<file path="config.mk">
export PLATFORM = sky130hd
export DESIGN_NAME = kernel_dupn
export DESIGN_NICKNAME = d
export VERILOG_FILES = /design/src/rtl/kernel_dupn.sv
export SDC_FILE = /design/constraint.sdc
export NUM_CORES = 1
export LEC_CHECK = 0
export BUFFER_PORTS_ARGS = -buffer_cell sky130_fd_sc_hd__buf_2
export CAP_MARGIN = 25
export CELL_PAD_IN_SITES_DETAIL_PLACEMENT = 0
export CELL_PAD_IN_SITES_GLOBAL_PLACEMENT = 2
export CORE_MARGIN = 5
export CORE_UTILIZATION = 33
export CTS_CLUSTER_DIAMETER = 40
export DETAILED_ROUTE_END_ITERATION = 16
export PLACE_DENSITY_LB_ADDON = 0.1
export SLEW_MARGIN = 10
export SYNTH_ARGS = -nofsm -noshare
export SYNTH_HDL_FRONTEND = slang
export SYNTH_SLANG_ARGS = --single-unit
</file>
<file path="constraint.sdc">
create_clock -name clk -period 3.6 [get_ports clk]
set_input_delay 0.54 -clock clk [delete_from_list [all_inputs] [get_ports clk]]
set_output_delay 0.54 -clock clk [all_outputs]
set_load 0.005 [all_outputs]
</file>
<file path="src/rtl/kernel_dupn.sv">
// N-way stream duplicator: each input word is delivered once to every output.
// Optional per-word output enable mask is built when KERNEL_DUPN_MASK_EN is defined.
module kernel_dupn #(
    parameter int WIDTH = 32,
    parameter int N_OUT = 2,
    parameter int DEPTH = 2
) (
    input  logic                   clk,
    input  logic                   rst,
    input  logic [WIDTH-1:0]       input_data,
    input  logic                   input_avail,
    output logic                   input_read,
    output logic [N_OUT*WIDTH-1:0] output_data,
    output logic [N_OUT-1:0]       output_write,
    input  logic [N_OUT-1:0]       output_full,
`ifdef KERNEL_DUPN_MASK_EN
    input  logic [N_OUT-1:0]       output_enable,
`endif
    output logic                   running
);
    localparam int AW = $clog2(DEPTH);
    localparam int CW = AW + 1;
    localparam logic [CW-1:0] FULL_COUNT = CW'(DEPTH);

    logic [WIDTH-1:0] r_buf [DEPTH];
    logic [AW-1:0]    r_head;
    logic [AW-1:0]    r_tail;
    logic [CW-1:0]    r_count;
    logic [N_OUT-1:0] r_pending;
    logic             r_running;

    logic             w_push;
    logic             w_pop;
    logic             w_load;
    logic [N_OUT-1:0] w_left;
    logic [N_OUT-1:0] w_new_mask;
    logic [CW-1:0]    w_count_next;
    logic [AW-1:0]    w_head_next;

    // Handshakes are gated by rst directly so nothing moves during the reset cycle.
    assign w_push       = !rst && input_avail && (r_count < FULL_COUNT);
    assign input_read   = w_push;
    assign output_write = (!rst && r_count != '0) ? (r_pending & ~output_full) : '0;

    assign w_left       = r_pending & ~output_write;
    assign w_pop        = (r_count != '0) && (w_left == '0);
    assign w_count_next = r_count + CW'(w_push) - CW'(w_pop);
    assign w_head_next  = w_pop ? r_head + AW'(1) : r_head;
    assign w_load       = (r_count == '0 && w_push) || (w_pop && w_count_next != '0);

`ifdef KERNEL_DUPN_MASK_EN
    logic [N_OUT-1:0] r_mask [DEPTH];

    // The word about to become head may be the one being pushed this very cycle.
    assign w_new_mask = (w_push && w_head_next == r_tail) ? output_enable : r_mask[w_head_next];

    always_ff @(posedge clk) begin
        if (w_push) begin
            r_mask[r_tail] <= output_enable;
        end
    end
`else
    assign w_new_mask = '1;
`endif

    for (genvar g = 0; g < N_OUT; g++) begin : g_out
        assign output_data[g*WIDTH +: WIDTH] = r_buf[r_head];
    end

    assign running = r_running;

    // NOTE: buffer storage has no reset; count/pointers alone define which entries are valid.
    always_ff @(posedge clk) begin
        if (w_push) begin
            r_buf[r_tail] <= input_data;
        end
    end

    always_ff @(posedge clk) begin
        if (rst) begin
            r_head    <= '0;
            r_tail    <= '0;
            r_count   <= '0;
            r_pending <= '0;
            r_running <= 1'b1;
        end else begin
            r_head    <= w_head_next;
            if (w_push) begin
                r_tail <= r_tail + AW'(1);
            end
            r_count   <= w_count_next;
            r_pending <= w_load ? w_new_mask : w_left;
            r_running <= input_avail || (w_count_next != '0);
        end
    end

endmodule

</file>
Word level (Yosys, flattened, before mapping)
Memory sizes are Yosys's and may differ from the RTL's. A register that Yosys moved wholly into a read port is not among the register bits. Index checks and enable logic that the tools add are counted.

Flip-flop bits (word level): 7. Bits in writable memories: 64. Input bits: 37. Output and inout port bits: 68. Word-level logic and storage cells: 34. Memories: 1.

Add/subtract/negate cells: 4. Magnitude comparators: 1. Mux-type cells: 6. Bitwise operators: 4. Reductions and logical operators: 13.

Memory list: r_buf (depth 2, width 32, rd ports 1, clocked after memory_dff 1, write ports 1, line 25) `logic [WIDTH-1:0] r_buf [DEPTH];`.

Operators with widths (count): 1-bit logical AND (6); 2-bit bitwise AND (2); 2-bit zero test (2); 1-bit two-way mux (4); 2-bit two-way mux (2); 2-bit NOT (2); 2-bit nonzero test (2); 1-bit adder, second input constant (2); 2-bit by 1-bit adder with 2-bit output (1); 1-bit logical OR (2); 2-bit less-than comparator, second input constant (1); 2-bit by 1-bit subtractor with 2-bit output (1); 1-bit zero test (1).

Logic depth before layout (Yosys ltp)
Gate-level depths: netlist (run 1).

Depth in word-level cells: 12. Mapped depth: 8. Mapped depth without buffers: 8.

Worst setup path after synthesis (run 1)
No wires, ideal clock.

Path type: input to register. Start point: input rst. End point: memory r_buf[0][0], enable pin. Setup time: 0.425 ns. Arrival time: 2.559 ns. Required time: 3.175 ns. Slack: 0.616 ns. Stages: 3. Path buffers: 1. Cells stage by stage: clkbuf_1 -> nor3b_2 -> nor2b_1.

Word-level cells in the longest chain between the ends: 5.

Ends and longest elaborated chain: start: declaration (line 9) `input logic rst,`; 1-bit zero test (line 41) `assign w_push = !rst && input_avail && (r_count < FULL_COUNT);`; 1-bit logical AND (2 in a row) (line 41); net input_read (line 12) `output logic input_read,`; 1-bit two-way mux (line 74) `if (w_push) begin`; 1-bit two-way mux (implied by the code) (line 75) `r_buf[r_tail] <= input_data;`; end: declaration (line 25).

The timed path passes the listed nets, and every way through them passes these cells.

==> results of run 1 <==
cells in the final DEF, fill, tap and decap left out, drive strengths merged:
cell type	netlist	layout
a211oi	1	1
a31oi	1	1
and2	2	2
buf	35	104
bufinv	0	3
clkbuf	2	9
clkinv	0	3
clkinvlp	0	1
dfxtp	8	8
edfxtp	64	64
ha	2	2
inv	3	3
mux2	34	34
nand2	3	3
nor2	5	5
nor2b	3	3
nor3b	2	2
nor4b	1	1
o211ai	1	1
o21a	2	2
o21ai	2	2
o221ai	1	1
o31ai	1	1
or2	1	1
or4	1	1
xnor2	1	1
xor3	1	1
how the worst max path moves through the flow:
stage / endpoint / slack, ns / depth (start not counted)
2_1_floorplan: r_buf[0][0] / 0.62 / 3
3_3_place_gp: r_pending[0] / 1.15 / 9
3_5_place_dp: r_pending[0] / 1.17 / 9
4_1_cts: output_data[45] / 1.19 / 2
5_1_grt: output_data[13] / 1.14 / 2
6_report: output_data[45] / 1.28 / 2
critical path, stage by stage (launching register included):
cell and delay (ns):
dfxtp_2 0.85, mux2_2 0.46, buf_2 0.14
state kept, by name, summed over array words and instances, names as in the netlist, named ones only:
name / flops
running: 1
r_head: 1
r_buf: 64
r_pending: 2
r_count: 2
r_tail: 1
through the flow:
| step | hold WS [ns] | setup slack [ns] | util [%] |
|---|---|---|---|
| 4_1_cts | 0.3692 | 1.187 | 41.22 |
| 3_3_place_gp | 0.5868 | 1.148 | 38.55 |
| 6_report | 0.3939 | 1.278 | 41.22 |
| 5_1_grt | 0.3659 | 1.145 | 41.22 |
| 3_5_place_dp | 0.5615 | 1.169 | 38.55 |
| 2_1_floorplan | 0.4983 | 0.6159 | - |
kinds of logic (layout without fill, tap and decap cells):
group                      after synthesis  count (layout)  share of synthesized area [%]
AOI/OAI and AO/OA                        9               9                          2.523
DFF                                     72              72                          69.97
adders and majority gates                2               2                         0.8409
xor gates and xnor gates                 2               2                          1.093
buffers and inverters                   40             123                          9.209
muxes                                   34              34                          12.87
and+or+nand+nor                         18              18                          3.491
cell usage after synthesis:
master and count:
nor2_1 5, o211ai_1 1, xnor2_1 1, nor4b_1 1, o221ai_1 1, clkbuf_1 2
mux2_1 2, buf_4 32, edfxtp_1 64, o31ai_1 1, a211oi_4 1, mux2_2 32
nand2_1 3, or2_1 1, xor3_1 1, nor2b_1 3, dfxtp_1 8, and2_1 2
ha_1 2, nor3b_2 1, o21a_1 2, o21ai_0 2, buf_2 3, or4_1 1
inv_1 3, nor3b_1 1, a31oi_1 1
area by class of cell:
cell class                 instances  share of cell area, %
timing repair buffer             104                  14.41
clock inverter                     7                  3.048
inverter                           3                 0.3117
clock buffer                       9                  3.429
multi-input combinational         65                  17.39
sequential                        72                  57.67
tap                              108                  3.741
routing by layer:
layer | global-route usage (%) | routed length (um) | vias to the layer above
met1 | 13.40 | 2577 | 749
li1 | - | - | 780
met5 | 0 | 0 | -
met3 | 3.391 | 361 | 10
met2 | 14.88 | 2506 | 70
met4 | 4.932 | 103 | 0
power groups by stage:
stage	sequential (mW)	clock, mW	combinational [mW]
2_1_floorplan	1.05	0	0.572
6_report	1.09	0.739	0.656
4_1_cts	1.10	0.767	0.674
3_3_place_gp	1.12	0	0.685
3_5_place_dp	1.12	0	0.668
5_1_grt	1.11	0.803	0.734
==> flow_metrics.py, run 1 <==
metrics = {
    "timing": {
        "tightest_slew_ns": 0.9581,
        "slew_viol_final": 0,
        "slew_headroom_pct": 35.99,
        "rsz0062_at_grt": "no",
        "final_hold_viol_count": 0,
        "clock.fmax_mhz": 430.6,
        "final.setup.tns_ns": 0,
        "skew_ns": 0.003843,
        "fin_crit_sh_pct": 64.51,
        "setup_viol_count_final": 0,
        "period_needed_ns": 2.322,
    },
    "layout": {
        "fillers": 840,
        "final_nets": 294,
        "diodes": 0,
        "finalNonFillerCells": 368,
        "ff_latch_area_um2": 2083,
        "area_growth_pct": 21.40,
        "multiInputGateArea_um2": 628.1,
        "design_area_um2": 3612,
        "drive_gt1_share_pct": 59.62,
    },
    "worst_setup_path": {
        "crit_path_end_kind": "primary output",
        "reg2reg_slack_ns": 1.63,
        "r2r-end": "r_pending[0]",
        "r2r_cells": 8,
        "crit_fanout": 32,
        "cp.arrival_ns": 1.78,
        "timing.critical_path.from_type": "flop",
        "path_class": "reg -> out",
        "r2r_start": "r_count[1]",
        "critical_path_required_ns": 3.06,
    },
    "floorplan": {
        "core_area_um2": 8763,
        "die_w_um": 105.0,
        "die_h_um": 105.0,
        "start_util_pct": 33.95,
        "rows": 34,
        "ioPinCount": 105,
        "die_area_um2": 11020,
    },
    "synth": {
        "synth_fp_nets": 216,
        "synth_warnings": 0,
        "yosys-top-cells-area": "edfxtp_1 (65%), mux2_2 (12%), buf_4 (8.1%)",
        "synthDistinctLibCells": 27,
        "synth_top_cell_by_area": "edfxtp_1",
        "ys_seq_area_share_pct": 69.97,
        "yosys.area.top_type_share_pct": 64.59,
        "avgSynthCellArea_um2": 16.81,
        "netlist_instances": 177,
        "syn_area_um2": 2975,
        "ys_seq_elements": 72,
    },
    "power": {
        "power_frac_comb_pct": 26.3,
        "seqPwrFrac_pct": 44.0,
        "pwr-share-clk_pct": 29.7,
        "cellPowerDensity_nw_per_um2": 689.1,
        "swShare_pct": 26.86,
        "p_leak_nw": 1.407,
        "finalPower_mw": 2.489,
        "peakVddDrop_uv": 275.2,
        "switchingPower_uw": 668.7,
        "p_int_mw": 1.821,
    },
    "place": {
        "dp.cells": 352,
        "hpwl_um": 3753,
        "port_buffers": 104,
        "dpl_cell_area_um2": 3378,
        "gp_congestion": 0.7729,
    },
    "global_route": {
        "antenna_found_initial": 0,
        "grt_first_pass_wirelength_um": 8535,
        "gr-total-overflow": 0,
        "grt_usage_pct": 10.12,
        "grt_max_degree": 33,
        "grt_pass1_vias": 1626,
    },
    "clock_network": {
        "clock-root-buffer": "clkbuf_8",
        "cts_tree": "done",
        "cts.sinks": 72,
        "post_cts_buffers": 0,
        "h-tree-depth": 3,
        "cts_buffer_depth": 2,
        "clk_latency_ns": 0.33,
        "cts.hold.buffers_added": 0,
        "postCtsResizedCells": 0,
        "clk_pin_slew_ns": 0.07,
        "cts_inserted_buffers": 9,
    },
    "hold_path": {
        "min-delay-start": "input_data[25]",
        "min_to": "r_buf[1][25]",
        "min_path_type": "in -> reg",
        "min_delay_path_depth": 1,
    },
    "drt": {
        "via_per_inst": 4.372,
        "wl_um": 5549,
        "ant_nets": 0,
        "wl_per_cell_um": 15.08,
        "drc": 0,
        "drt_iter0_markers": 33,
        "vias": 1609,
        "detailedRoute.firstPassIterationCount": 4,
    },
    "run": {
        "maxCapViolCount": 0,
    },
    "outcome": {
        "outcome": "completed",
    },
}
Note: power is estimated with default switching activity, not from simulation.
==> inputs of run 2 (changes only) <==
--- a/config.mk
+++ b/config.mk
@@ -5,12 +5,13 @@
 export SDC_FILE = /design/constraint.sdc
 export NUM_CORES = 1
 export LEC_CHECK = 0
+export ABC_AREA = 1
 export BUFFER_PORTS_ARGS = -buffer_cell sky130_fd_sc_hd__buf_2
 export CAP_MARGIN = 25
 export CELL_PAD_IN_SITES_DETAIL_PLACEMENT = 0
 export CELL_PAD_IN_SITES_GLOBAL_PLACEMENT = 2
 export CORE_MARGIN = 5
-export CORE_UTILIZATION = 33
+export CORE_UTILIZATION = 29
 export CTS_CLUSTER_DIAMETER = 40
 export DETAILED_ROUTE_END_ITERATION = 16
 export PLACE_DENSITY_LB_ADDON = 0.1
==> constraint.sdc (replaced) <==
create_clock -name clk -period 2.1 [get_ports clk]
set_input_delay 0.315 -clock clk [delete_from_list [all_inputs] [get_ports clk]]
set_output_delay 0.315 -clock clk [all_outputs]
set_load 0.005 [all_outputs]
==> run 2 against run 1 <==
  * Worst setup slack lost 1.1 ns
  * Synthesized cell count is 9.6% higher
  * Design area up 3.2%
  * Area after synthesis up 0.13%
  * Wire length increased by 7.0%
  * Die area increased by 13%
  * Combinational power up 57%
  * Highest routed layer unchanged
  * Final cell count rose by 15%
  * First-iteration DRC count grew 42%
==> flow_metrics.py, run 2 <==
metrics = {
    "power": {
        "finalPower_mw": 3.957,
        "switchingPower_mw": 1.072,
        "seqPwrFrac_pct": 44.4,
        "pwr-share-clk_pct": 29.5,
        "swShare_pct": 27.10,
        "power_frac_comb_pct": 26.1,
        "p_leak_nw": 1.512,
        "cellPowerDensity_nw_per_um2": 1062,
        "p_int_mw": 2.884,
        "peakVddDrop_uv": 326.9,
    },
    "global_route": {
        "use_met1_pct": 11.84,
        "use_met2_pct": 16.89,
        "gr-total-overflow": 0,
        "grt_usage_pct": 10.01,
        "grt_max_degree": 21,
        "globalRouteMet3Util_pct": 2.989,
        "grt_first_pass_wirelength_um": 9604,
        "grt_pass1_vias": 1835,
        "grt_busiest_layer": "met2",
        "antenna_found_initial": 0,
    },
    "synth": {
        "muxShareOfSynthArea_pct": 12.10,
        "yosys.area.top_type_share_pct": 64.51,
        "ys_seq_area_share_pct": 69.89,
        "synth_fp_nets": 233,
        "synth_flop_cell": "edfxtp_1",
        "ys_seq_elements": 72,
        "synth.most_common_cell": "edfxtp_1",
        "synth_edf_count": 64,
        "synth_common_cells": "edfxtp_1 (64), buf_4 (32), mux2_2 (28), inv_1 (14), nand2_1 (12)",
        "avgSynthCellArea_um2": 15.36,
        "synth_top_family_by_area": "multiplexers",
        "synth-simple-area-share_pct": 5.418,
        "yosys-top-cells-area": "edfxtp_1 (65%), mux2_2 (11%), buf_4 (8.1%)",
        "synthDistinctLibCells": 24,
        "synth_adder_area_share_pct": 0.8400,
        "async_flop_share_pct": 0,
        "synth_top_cell_by_area": "edfxtp_1",
        "netlist_instances": 194,
        "synth_compound_area_share_pct": 0.7560,
        "synth_warnings": 0,
        "syn_area_um2": 2979,
        "synth-xor-area-share_pct": 0,
    },
    "layout": {
        "area_growth_pct": 25.12,
        "drive_gt1_share_pct": 60.07,
        "final_common_cell": "buf_2",
        "top_register": "r_buf",
        "fillers": 1048,
        "reg.largest.list": "r_buf: 64 flops, r_count: 2 flops, r_pending: 2 flops",
        "largest_reg_flops": 64,
        "final_nets": 322,
        "diodes": 0,
        "final_util_pct": 36.60,
        "final_cell_mix": "buf_2 (104), edfxtp_1 (64), mux2_2 (28)",
    },
    "worst_setup_path": {
        "crit_path_end_kind": "flop",
        "r2r_cells": 15,
        "timing.critical_path.from_type": "flop",
        "r2r_start": "r_pending[1]",
        "cp.arrival_ns": 2.12,
        "path_class": "reg -> reg",
        "reg2reg_slack_ns": 0.21,
        "r2r-end": "r_pending[1]",
        "crit_fanout": 3,
        "critical_path_required_ns": 2.34,
        "startpoint": "r_pending[1]",
    },
    "floorplan": {
        "rows": 37,
        "die_area_um2": 12400,
        "die_h_um": 111.4,
        "ioPinCount": 105,
        "core_area_um2": 10180,
        "die_w_um": 111.4,
        "start_util_pct": 29.25,
    },
    "timing": {
        "final_hold_viol_count": 0,
        "final.setup.tns_ns": 0,
        "period_needed_ns": 1.888,
        "clock.fmax_mhz": 529.7,
        "skew_ns": 0.007439,
        "setup_viol_count_final": 0,
        "tightest_slew_ns": 0.3052,
        "fin_crit_sh_pct": 89.90,
        "slew_headroom_pct": 79.65,
        "rsz0062_at_grt": "no",
        "slew_viol_final": 0,
    },
    "drt": {
        "drt_iter0_markers": 47,
        "drc": 0,
        "wl_um": 5936,
        "detailedRoute.firstPassIterationCount": 4,
        "wl_per_cell_um": 14.00,
        "ant_nets": 0,
        "vias": 1693,
        "via_per_inst": 3.993,
    },
    "clock_network": {
        "clk_pin_slew_ns": 0.08,
        "cts_inserted_buffers": 9,
        "cts_tree": "done",
        "clock-root-buffer": "clkbuf_8",
        "cts.sinks": 72,
        "clk_latency_ns": 0.34,
        "cts_buffer_depth": 2,
        "h-tree-depth": 3,
    },
    "place": {
        "hpwl_um": 4288,
        "gp_congestion": 0.6606,
        "port_buffers": 104,
    },
    "hold_path": {
        "min_path_type": "in -> reg",
        "min_delay_path_depth": 1,
        "min_to": "r_buf[0][1]",
        "min-delay-start": "input_data[1]",
    },
    "outcome": {
        "outcome": "completed",
    },
    "run": {
        "maxCapViolCount": 0,
    },
}
[run 2: cell types whose count changed after synthesis, sizes merged, moves of 2 or more]
| cell | delta |
|---|---|
| nor2 | +4 |
| mux2 | -2 |
| inv | +13 |
| nor3 | +2 |
| o21a | -2 |
| nor2b | -3 |
| and2 | -2 |
| nand2 | +11 |
| nand3 | +6 |
| a21oi | +2 |
[run 2: layout make-up]
class / instances / area, um^2 / area share [%]
Timing Repair Buffer: 114 / 595.6 / 15.98
Clock buffer: 11 / 131.4 / 3.525
Clock inverter: 5 / 80.08 / 2.148
Multi-Input combinational cell: 69 / 594.3 / 15.94
Sequential cell: 72 / 2087 / 55.99
Tap cell: 136 / 170.2 / 4.565
Inverter: 17 / 68.82 / 1.846
[run 2: kinds of logic after synthesis]
group | Yosys count
and+or+nand+nor | 32
DFF | 72
muxes | 32
AOI/OAI and AO/OA | 3
buffers and inverters | 53
adders and majority gates | 2
[run 2: worst max-delay path by stage]
stage and to:
5_1_grt r_pending[1], 2_1_floorplan r_buf[1][0], 3_5_place_dp r_pending[0], 6_report r_pending[1], 3_3_place_gp r_pending[0], 4_1_cts r_pending[0]
[run 2: power groups by stage]
stage	clock, mW	sequential (mW)	combinational, mW
after floorplan	0	1.78	0.749
after global placement	0	1.78	1.03
after detailed placement	0	1.79	1.01
after CTS	1.22	1.75	1.02
after global routing	1.29	1.77	1.18
final	1.17	1.76	1.03
[run 2: metal layers]
| metal | part of all wire, % | vias to the layer above |
|---|---|---|
| met5 | 0 | - |
| met4 | 1.8 | 0 |
| met3 | 5.8 | 11 |
| met2 | 50 | 56 |
| met1 | 42 | 800 |
| li1 | - | 826 |
[run 2: critical path, stage by stage (launching register included)]
cell and delay (ns):
dfxtp_2 0.35, inv_1 0.07, nor2_4 0.08, nand3_2 0.09, a21oi_2 0.18, nand2_2 0.07
inv_1 0.06, ha_1 0.21, inv_1 0.05, ha_1 0.21, inv_1 0.08, nand3_2 0.10
nand3_2 0.07, nand3_1 0.06, nand2_1 0.07, inv_1 0.03
[run 2: repair_timing]
| item | CTS | global route |
|---|---|---|
| buffers inserted | 0 | 2 |
| hold buffers | 0 | 0 |
| setup endpoints to repair | 0 | 3 |
| resized for setup | 0 | 5 |
[run 2: through the flow]
stage,hold slack [ns],setup WS (ns),std cells,instance area (um^2)
after floorplan,0.3841,0.07881,194,2984
after global placement,0.5036,0.09843,406,3487
after detailed placement,0.5070,0.08671,406,3487
after CTS,0.1389,0.1110,422,3699
after global routing,0.1349,0.001438,424,3727
final,0.1613,0.2121,424,3727
